--- src/rtl/uc_pkg.sv ---
// Shared opcode map, FSM state encoding and WD3 source-select codes
// for the uc_seq sequencing control unit.
package uc_pkg;

    localparam logic [5:0] OP_NOP  = 6'b000000;
    localparam logic [5:0] OP_J    = 6'b000001;
    localparam logic [5:0] OP_JZ   = 6'b000010;
    localparam logic [5:0] OP_JNZ  = 6'b000011;
    localparam logic [5:0] OP_IN   = 6'b000100;
    localparam logic [5:0] OP_OUT  = 6'b000101;
    localparam logic [5:0] OP_HALT = 6'b000110;

    // Load-immediate occupies the whole opcode[5:2] = 0100 group
    localparam logic [3:0] OP_LI   = 4'b0100;

    typedef enum logic [1:0] {
        S_RUN      = 2'd0,
        S_WAIT_IN  = 2'd1,
        S_WAIT_OUT = 2'd2,
        S_HALT     = 2'd3
    } state_t;

    localparam logic [1:0] SEL_ALU   = 2'b00;
    localparam logic [1:0] SEL_PORT  = 2'b01;
    localparam logic [1:0] SEL_STACK = 2'b10;
    localparam logic [1:0] SEL_IMM   = 2'b11;

endpackage

--- src/rtl/io_watchdog.sv ---
// Cycle counter for the I/O wait states; expire flags the last allowed
// wait cycle so the sequencer can abandon a stuck handshake.
module io_watchdog
    import uc_pkg::*;
#(
    parameter int TO_W       = 8,
    parameter int IO_TIMEOUT = 200
) (
    input  logic clk,
    input  logic reset,
    input  logic clr,
    input  logic run,
    output logic expire
);

    localparam logic [TO_W-1:0] LAST = TO_W'(IO_TIMEOUT - 1);

    logic [TO_W-1:0] count;

    always_ff @(posedge clk) begin
        if (reset || clr) begin
            count <= '0;
        end else if (run) begin
            count <= count + TO_W'(1);
        end
    end

    assign expire = run && (count == LAST);

endmodule

--- src/rtl/uc_seq.sv ---
// Sequencing control unit for the 8-bit datapath: opcode decode plus
// stall states for port handshakes, an I/O watchdog and HALT/wake.
module uc_seq
    import uc_pkg::*;
#(
    parameter int TO_W       = 8,
    parameter int IO_TIMEOUT = 200
) (
    input  logic       clk,
    input  logic       reset,
    input  logic [5:0] opcode,
    input  logic       z,
    input  logic       in_valid,
    input  logic       out_ack,
    input  logic       wake,
    output logic       pc_en,
    output logic       s_inc,
    output logic       we3,
    output logic       wez,
    output logic       s_we_port,
    output logic [2:0] op_alu,
    output logic [1:0] sel_inputs,
    output logic       in_req,
    output logic       halted,
    output logic       io_timeout,
    output logic       illegal_op
);

    state_t state;
    state_t next_state;
    logic   in_wait;
    logic   expire;
    logic   set_timeout;
    logic   timeout_q;
    logic   we3_raw;
    logic   wez_raw;
    logic   we_port_raw;

    assign in_wait = (state == S_WAIT_IN) || (state == S_WAIT_OUT);

    io_watchdog #(
        .TO_W       (TO_W),
        .IO_TIMEOUT (IO_TIMEOUT)
    ) u_watchdog (
        .clk    (clk),
        .reset  (reset),
        .clr    (!in_wait),
        .run    (in_wait),
        .expire (expire)
    );

    always_ff @(posedge clk) begin
        if (reset) begin
            state     <= S_RUN;
            timeout_q <= 1'b0;
        end else begin
            state <= next_state;
            if (set_timeout) begin
                timeout_q <= 1'b1;
            end
        end
    end

    always_comb begin
        next_state  = state;
        pc_en       = 1'b0;
        s_inc       = 1'b1;
        we3_raw     = 1'b0;
        wez_raw     = 1'b0;
        we_port_raw = 1'b0;
        op_alu      = opcode[4:2];
        sel_inputs  = SEL_ALU;
        in_req      = 1'b0;
        halted      = 1'b0;
        illegal_op  = 1'b0;
        set_timeout = 1'b0;

        unique case (state)
            S_RUN: begin
                pc_en = 1'b1;
                if (opcode[5]) begin
                    we3_raw = 1'b1;
                    wez_raw = 1'b1;
                end else if (opcode[5:2] == OP_LI) begin
                    we3_raw    = 1'b1;
                    sel_inputs = SEL_IMM;
                end else begin
                    case (opcode)
                        OP_NOP: ;
                        OP_J:   s_inc = 1'b0;
                        OP_JZ:  s_inc = ~z;
                        OP_JNZ: s_inc = z;
                        OP_IN: begin
                            if (in_valid) begin
                                we3_raw    = 1'b1;
                                sel_inputs = SEL_PORT;
                            end else begin
                                pc_en      = 1'b0;
                                in_req     = 1'b1;
                                next_state = S_WAIT_IN;
                            end
                        end
                        OP_OUT: begin
                            we_port_raw = 1'b1;
                            pc_en       = 1'b0;
                            next_state  = S_WAIT_OUT;
                        end
                        OP_HALT: begin
                            pc_en      = 1'b0;
                            next_state = S_HALT;
                        end
                        default: illegal_op = 1'b1;
                    endcase
                end
            end

            // A handshake arriving on the expiry cycle takes priority
            S_WAIT_IN: begin
                in_req = 1'b1;
                if (in_valid) begin
                    we3_raw    = 1'b1;
                    sel_inputs = SEL_PORT;
                    pc_en      = 1'b1;
                    next_state = S_RUN;
                end else if (expire) begin
                    set_timeout = 1'b1;
                    pc_en       = 1'b1;
                    next_state  = S_RUN;
                end
            end

            S_WAIT_OUT: begin
                if (out_ack) begin
                    pc_en      = 1'b1;
                    next_state = S_RUN;
                end else if (expire) begin
                    set_timeout = 1'b1;
                    pc_en       = 1'b1;
                    next_state  = S_RUN;
                end
            end

            S_HALT: begin
                halted = 1'b1;
                if (wake) begin
                    pc_en      = 1'b1;
                    next_state = S_RUN;
                end
            end

            default: next_state = S_RUN;
        endcase
    end

    // Reset suppresses every architectural write, including mid-wait aborts
    assign we3        = we3_raw & ~reset;
    assign wez        = wez_raw & ~reset;
    assign s_we_port  = we_port_raw & ~reset;
    assign io_timeout = timeout_q | (set_timeout & ~reset);

endmodule

--- config.mk ---
export PLATFORM = sky130hd
export DESIGN_NAME = uc_seq
export DESIGN_NICKNAME = d
export VERILOG_FILES = /design/src/rtl/uc_pkg.sv /design/src/rtl/io_watchdog.sv /design/src/rtl/uc_seq.sv
export SDC_FILE = /design/constraint.sdc
export NUM_CORES = 1
export LEC_CHECK = 0
export ABC_AREA = 1
export ABC_CLOCK_PERIOD_IN_PS = 1640
export BUFFER_PORTS_ARGS = -buffer_cell sky130_fd_sc_hd__buf_2
export CORE_ASPECT_RATIO = 1.4
export CORE_MARGIN = 2
export CORE_UTILIZATION = 40
export CTS_CLUSTER_DIAMETER = 100
export CTS_CLUSTER_SIZE = 8
export DETAILED_ROUTE_END_ITERATION = 8
export GPL_TIMING_DRIVEN = 0
export PLACE_DENSITY = 0.68
export SETUP_SLACK_MARGIN = 0.3
export SLEW_MARGIN = 20
export SYNTH_ARGS = -nofsm -noshare
export SYNTH_HDL_FRONTEND = slang
export SYNTH_HIERARCHICAL = 1
export SYNTH_SLANG_ARGS = --single-unit
--- constraint.sdc ---
create_clock -name clk -period 1.64 [get_ports clk]
set_input_delay 0.246 -clock clk [delete_from_list [all_inputs] [get_ports clk]]
set_output_delay 0.246 -clock clk [all_outputs]
set_load 0.005 [all_outputs]
==> out/qor.yml, run 1 <==
r2r_cells: 13
grt_setup_unrepaired: "true"
drc_errors: 0
ctsRootBufferMaster: "clkbuf_4"
synth_nets: 173
power_density_mw_per_mm2: 1520
muxShareOfSynthArea_pct: 0
overflow: 0
synth_top_family_by_area: "simple AND/OR/NAND/NOR gates"
r2r_start: "state[1]"
timing.critical_path.max_delay_family: "flip-flops"
die_w_um: 45.29
switching_share_pct: 42.97
syn_to_final_growth_pct: 51.11
drive_above_1_share_pct: 42.16
start_util_pct: 42.87
clk_pin_slew_worst_paths_ps: 60
finalClockSkew_ps: 5.474
maxSlewHeadroom_pct: 80.50
pwr-share-clk_pct: 8.3
timing.rr.end: "state[1]"
grt_pass1_wl_mm: 3.912
cp-start-kind: "register"
numCtsBuffers: 3
final_common_cell: "nand2_1"
syn-cell-area_um2: 954.7
core-area_mm2: 0.002227
syn_area_per_cell_um2: 6.159
power_switching_w: 0.0009420
grt_usage_pct: 18.85
synth_compound_area_share_pct: 12.58
nNetsFinal: 223
period_share_pct: 113.3
mostFrequentLayoutCells: "nand2_1 (30), nor2_1 (27), buf_2 (25), inv_1 (20), buf_4 (16)"
fmax_mhz: 538.0
crit_path_end_kind: "primary output"
critical-path-max-stage-delay_ps: 350
clock_latency_ps: 270
seq_power_share_pct: 16.4
wl_per_cell_um: 11.90
cts_buffer_depth: 2
holdWs_ps: 235.7
hp-start: "reset"
synthAdderAreaFrac_pct: 7.864
violations: "setup timing"
num-fill-cells: 199
ff2ff_setup_slack_ps: 10
synthSimpleGateAreaFrac_pct: 43.91
critPathSlowestCell: "dfxtp_2"
dp_hpwl_mm: 1.763
fp-row-count: 20
synth_xor_area_share_pct: 0
p_comb_share_pct: 75.2
path_cells: "inv_4 > ha_4 > nand3_4 > nor2_4 > a221oi_4 > a22oi_1 > buf_2"
worstPathArrival_ps: 1610
dr.pass1.iters: 4
path_buf_inv: 2
num_vias: 1184
leakage_nw: 0.6618
die_h_um: 61.81
hp-class: "in -> reg"
viasPerCell: 5.239
max_slew.worst_pin.slew_ps: 289.8
portBuffers: 25
period_needed_ps: 1859
setup_viol: 2
synth_cell_types: 27
criticalPathCategory: "reg -> out"
post-synth-top-area-cell: "dfxtp_1"
grt_max_degree: 9
final_max_slew_viol_count: 0
holdPathEnd: "timeout_q"
ant_nets: 0
finalHoldViolCount: 0
p_int_w: 0.001250
status: "finished with violations"
cts_tree: "done"
diodes: 0
netlist_instances: 155
preCtsSetupSlack_ps: -26.30
wl_mm: 2.689
ys.warnings.count: 6
synth-seq-area-share_pct: 23.07
worst_slack_ps: -218.7
holdPathStages: 2
die-area_mm2: 0.002799
ios: 26
ir_worst_vdd_mv: 1.336
critPathMaxFanout: 4
cts.sinks: 11
grt_pass1_vias: 993
htree_levels: 1
drt_iter0_drc: 27
cap_violations: 0
gp_congestion: 0.8353
yosysTopAreaCellShare_pct: 23.07
required_ps: 1390
antenna_found_initial: 0
synth_area_leaders: "dfxtp_1 (23%), nand2_1 (13%), nor2_1 (11%), inv_1 (9.4%), ha_1 (7.9%)"
ys_seq_elements: 11
hold_buffers: 0
==> cells by family (layout without fill, tap and decap cells) <==
logic type,count (synthesis),after routing
AO/OA/AOI/OAI,20,20
adder cells (fa/ha/maj),6,6
AND/OR/NAND/NOR,89,89
buffers and inverters,29,78
flip-flops,11,11
==> sequential cells by signal (all words and copies together), names as in the netlist <==
signal	count
state	2
u_watchdog/count	8
timeout_q	1
==> cell usage after synthesis <==
cell type and n:
a21oi_1 7, a21oi_2 1, a221oi_1 1, a22oi_1 1
a31oi_1 1, buf_4 3, clkinv_1 1, dfxtp_1 11
ha_1 6, inv_1 24, inv_2 1, nand2_1 32
nand2_2 2, nand3_1 10, nand3_2 3, nand3b_1 2
nand4_1 2, nor2_1 29, nor2_2 4, nor2_4 3
nor3_1 1, nor4_1 1, o2111ai_1 1, o211ai_1 1
o21ai_0 5, o21ai_1 1, o31ai_1 1
==> routing by layer <==
layer	vias to the layer above	GRT usage [%]	wire length, µm
li1	600	-	-
met1	535	17.96	982
met2	37	37.76	1532
met3	12	1.734	83
met4	0	10.92	91
met5	-	0	0
==> through the flow <==
stage          cells  TNS [ps]  total power, W  area (µm²)  utilization [%]
2_1_floorplan    155         0        0.001041       991.0                -
3_3_place_gp     202         0        0.001251        1144            51.35
3_5_place_dp     202    -26.30        0.001273        1144            51.35
4_1_cts          215    -295.6        0.001686        1280            57.47
5_1_grt          226    -921.6        0.002362        1443            64.78
6_report         226    -369.6        0.002192        1443            64.78
==> worst max path at each step <==
stage,from,end,slack (ps),cells after the start
finish,state[1],pc_en,-220,7
global placement,state[0],pc_en,10,7
global route,state[1],pc_en,-280,7
floorplan,state[0],pc_en,220,6
CTS,state[0],pc_en,-160,7
detailed placement,state[0],pc_en,-30,7
==> final cells by class <==
| class | instances | area (µm²) | share of cell area [%] |
|---|---|---|---|
| multi-input combinational | 115 | 732.0 | 50.74 |
| inverter | 26 | 107.6 | 7.459 |
| tap | 22 | 27.53 | 1.908 |
| sequential | 11 | 225.2 | 15.61 |
| timing repair buffer | 45 | 301.5 | 20.90 |
| clock buffer | 4 | 26.28 | 1.821 |
| buffer | 3 | 22.52 | 1.561 |
==> repair_timing <==
action	in CTS	in global routing
endpoints found under the setup margin	21	20
gates resized for setup	11	22
pin swaps	5	11
setup buffers	9	11
endpoints found under the hold margin	0	0
==> power by group through the flow <==
stage                     Sequential (W)  Clock, W  Combinational, W
after global placement          0.000363         0          0.000888
after floorplan                 0.000354         0          0.000687
after CTS                       0.000352  0.000191           0.00114
after global routing            0.000365  0.000202           0.00180
final                           0.000360  0.000183           0.00165
after detailed placement        0.000365         0          0.000908
(Power assumes the default switching activity.)
==> run 2: changes to the inputs <==
- CORE_UTILIZATION: 40 -> 35
- PLACE_DENSITY: 0.68 -> 0.61
- RECOVER_POWER: unset -> 50
==> run 2 against run 1 <==
  * The run still ends with setup timing left
  * Critical path depth shrank 1
  * Final cell count up 4.9%
  * Maximum frequency is 4.3% higher
  * Design area fell by 1.3%
  * Wire length is 1.7% lower
  * Non-clock buffer count is 3 lower
  * Register-to-register slack about the same
  * Global-route usage fell by 0.17 points
  * Total power shrank 3.8%
  * First-iteration DRC count down 33%
  * Count of clock-buffer cells in the layout did not move
  * Largest power group unchanged
  * Highest routed layer unchanged
==> out/qor.yml, run 2 (synthesis gave the netlist of run 1 again) <==
status: "finished with violations"
violations: "setup timing"
final_core_util_pct: 54.45
start_util_pct: 36.51
critPathSlowestCell: "dfxtp_2"
wl_mm: 2.644
place_area_mm2: 0.001161
numCtsBuffers: 3
gp_congestion: 0.8253
grt_pass1_wl_mm: 4.347
htree_levels: 1
die_h_um: 65.80
fmax_mhz: 561.0
power_density_mw_per_mm2: 1480
grt_setup_unrepaired: "true"
hp-class: "in -> reg"
fp-row-count: 22
cts_buffer_depth: 2
dp_hpwl_mm: 1.879
num_vias: 1132
syn_to_final_growth_pct: 49.15
maxSlewHeadroom_pct: 77.08
period_needed_ps: 1783
grt_max_degree: 9
leakage_nw: 0.6338
finalHoldViolCount: 0
regMostFlops: "u_watchdog/count"
drt_iter0_drc: 18
wl_per_cell_um: 11.16
drc_errors: 0
core-area_mm2: 0.002615
worst_slack_ps: -142.7
grt_usage_pct: 18.68
final_area_mm2: 0.001424
worstPathArrival_ps: 1540
largest_reg_flops: 8
cp-start-kind: "register"
crit_path_end_kind: "primary output"
critPathMaxFanout: 3
ant_nets: 0
die_w_um: 48.14
final_common_cell: "nand2_1"
nNetsFinal: 220
antenna_found_initial: 0
cts.sinks: 11
max_slew.worst_pin.slew_ps: 340.7
clk_pin_slew_worst_paths_ps: 70
diodes: 0
cts_tree: "done"
final_max_slew_viol_count: 0
criticalPathCategory: "reg -> out"
die-area_mm2: 0.003167
overflow: 0
period_share_pct: 108.7
portBuffers: 25
grt_pass1_vias: 1094
largestRegisters: "u_watchdog/count x8, state x2, timeout_q x1"
mostFrequentLayoutCells: "nand2_1 (27), nor2_1 (25), buf_2 (21), inv_1 (20), buf_4 (15)"
hold_buffers: 0
critical-path-max-stage-delay_ps: 350
ctsRootBufferMaster: "clkbuf_4"
dr.pass1.iters: 4
ios: 26
num-fill-cells: 264
required_ps: 1390
finalClockSkew_ps: 6.350
path_cells: "inv_2 > ha_4 > buf_6 > a221oi_2 > a22oi_1 > buf_2"
ff_latch_area_um2: 225.2
cap_violations: 0
viasPerCell: 4.776
multi_input_area_um2: 733.2
clock_latency_ps: 260
setup_viol: 2
drive_above_1_share_pct: 41.29
ir_worst_vdd_mv: 1.007
-- run 2: cell types whose count changed in the layout (fill, tap and decap cells not counted), sizes merged --
cell	delta
clkbuf	+3
buf	-6
-- run 2: critical path, delay by kind of cell, from the launching register on --
kind / cells / cell delay [ps]
flops: 1 / 350
fa+ha+maj: 1 / 260
compound gates: 2 / 350
buf+inv: 3 / 310
-- run 2: layout make-up --
cell class | count | share of cell area, %
multi-input cells | 115 | 51.49
repair buffers | 42 | 18.72
flip-flops and latches | 11 | 15.82
inverters | 26 | 7.381
well taps | 36 | 3.163
clock buffers | 4 | 1.845
plain buffers | 3 | 1.582
-- run 2: per-layer routing --
| layer | share of wire, % | global-route usage (%) | vias to the layer above |
|---|---|---|---|
| met5 | 0 | 0 | - |
| met4 | 1.4 | 7.095 | 0 |
| met3 | 2.5 | 1.913 | 4 |
| met2 | 59 | 36.18 | 23 |
| met1 | 37 | 18.29 | 518 |
| li1 | - | - | 587 |
-- run 2: final timing paths --
kind | from | endpoint | slack, ps | cells after the start
worst min-delay path | reset | timeout_q | 250 | 2
worst max-delay path | state[1] | pc_en | -140 | 6
worst min register to register | timeout_q | timeout_q | 490 | 2
worst max register to register | state[0] | u_watchdog/count[1] | 20 | 10
-- run 2: timing repair --
item                                    CTS  global route
setup buffers                            12             5
resized for setup                        22            12
pin swaps                                19             9
cloned                                    0             0
endpoints found under the setup margin   21            20
-- run 2: metrics by stage --
stage	worst slack, ps	hold WS [ps]	total power [W]	TNS [ps]	cells
floorplan	216.4	315.1	0.001041	0	155
finish	-142.7	251.6	0.002108	-252.0	237
global placement	-6.654	440.3	0.001251	-6.654	216
detailed placement	6.139	450.1	0.001275	0	216
global route	-202.8	272.1	0.002281	-656.4	237
CTS	-148.7	226.5	0.001838	-291.8	232
-- run 2: report_power, final --
group          total, W  internal [W]  switching (W)
Sequential     0.000357      0.000317      0.0000400
Combinational   0.00157      0.000799       0.000775
Clock          0.000177     0.0000939      0.0000829
Total           0.00211       0.00121       0.000898
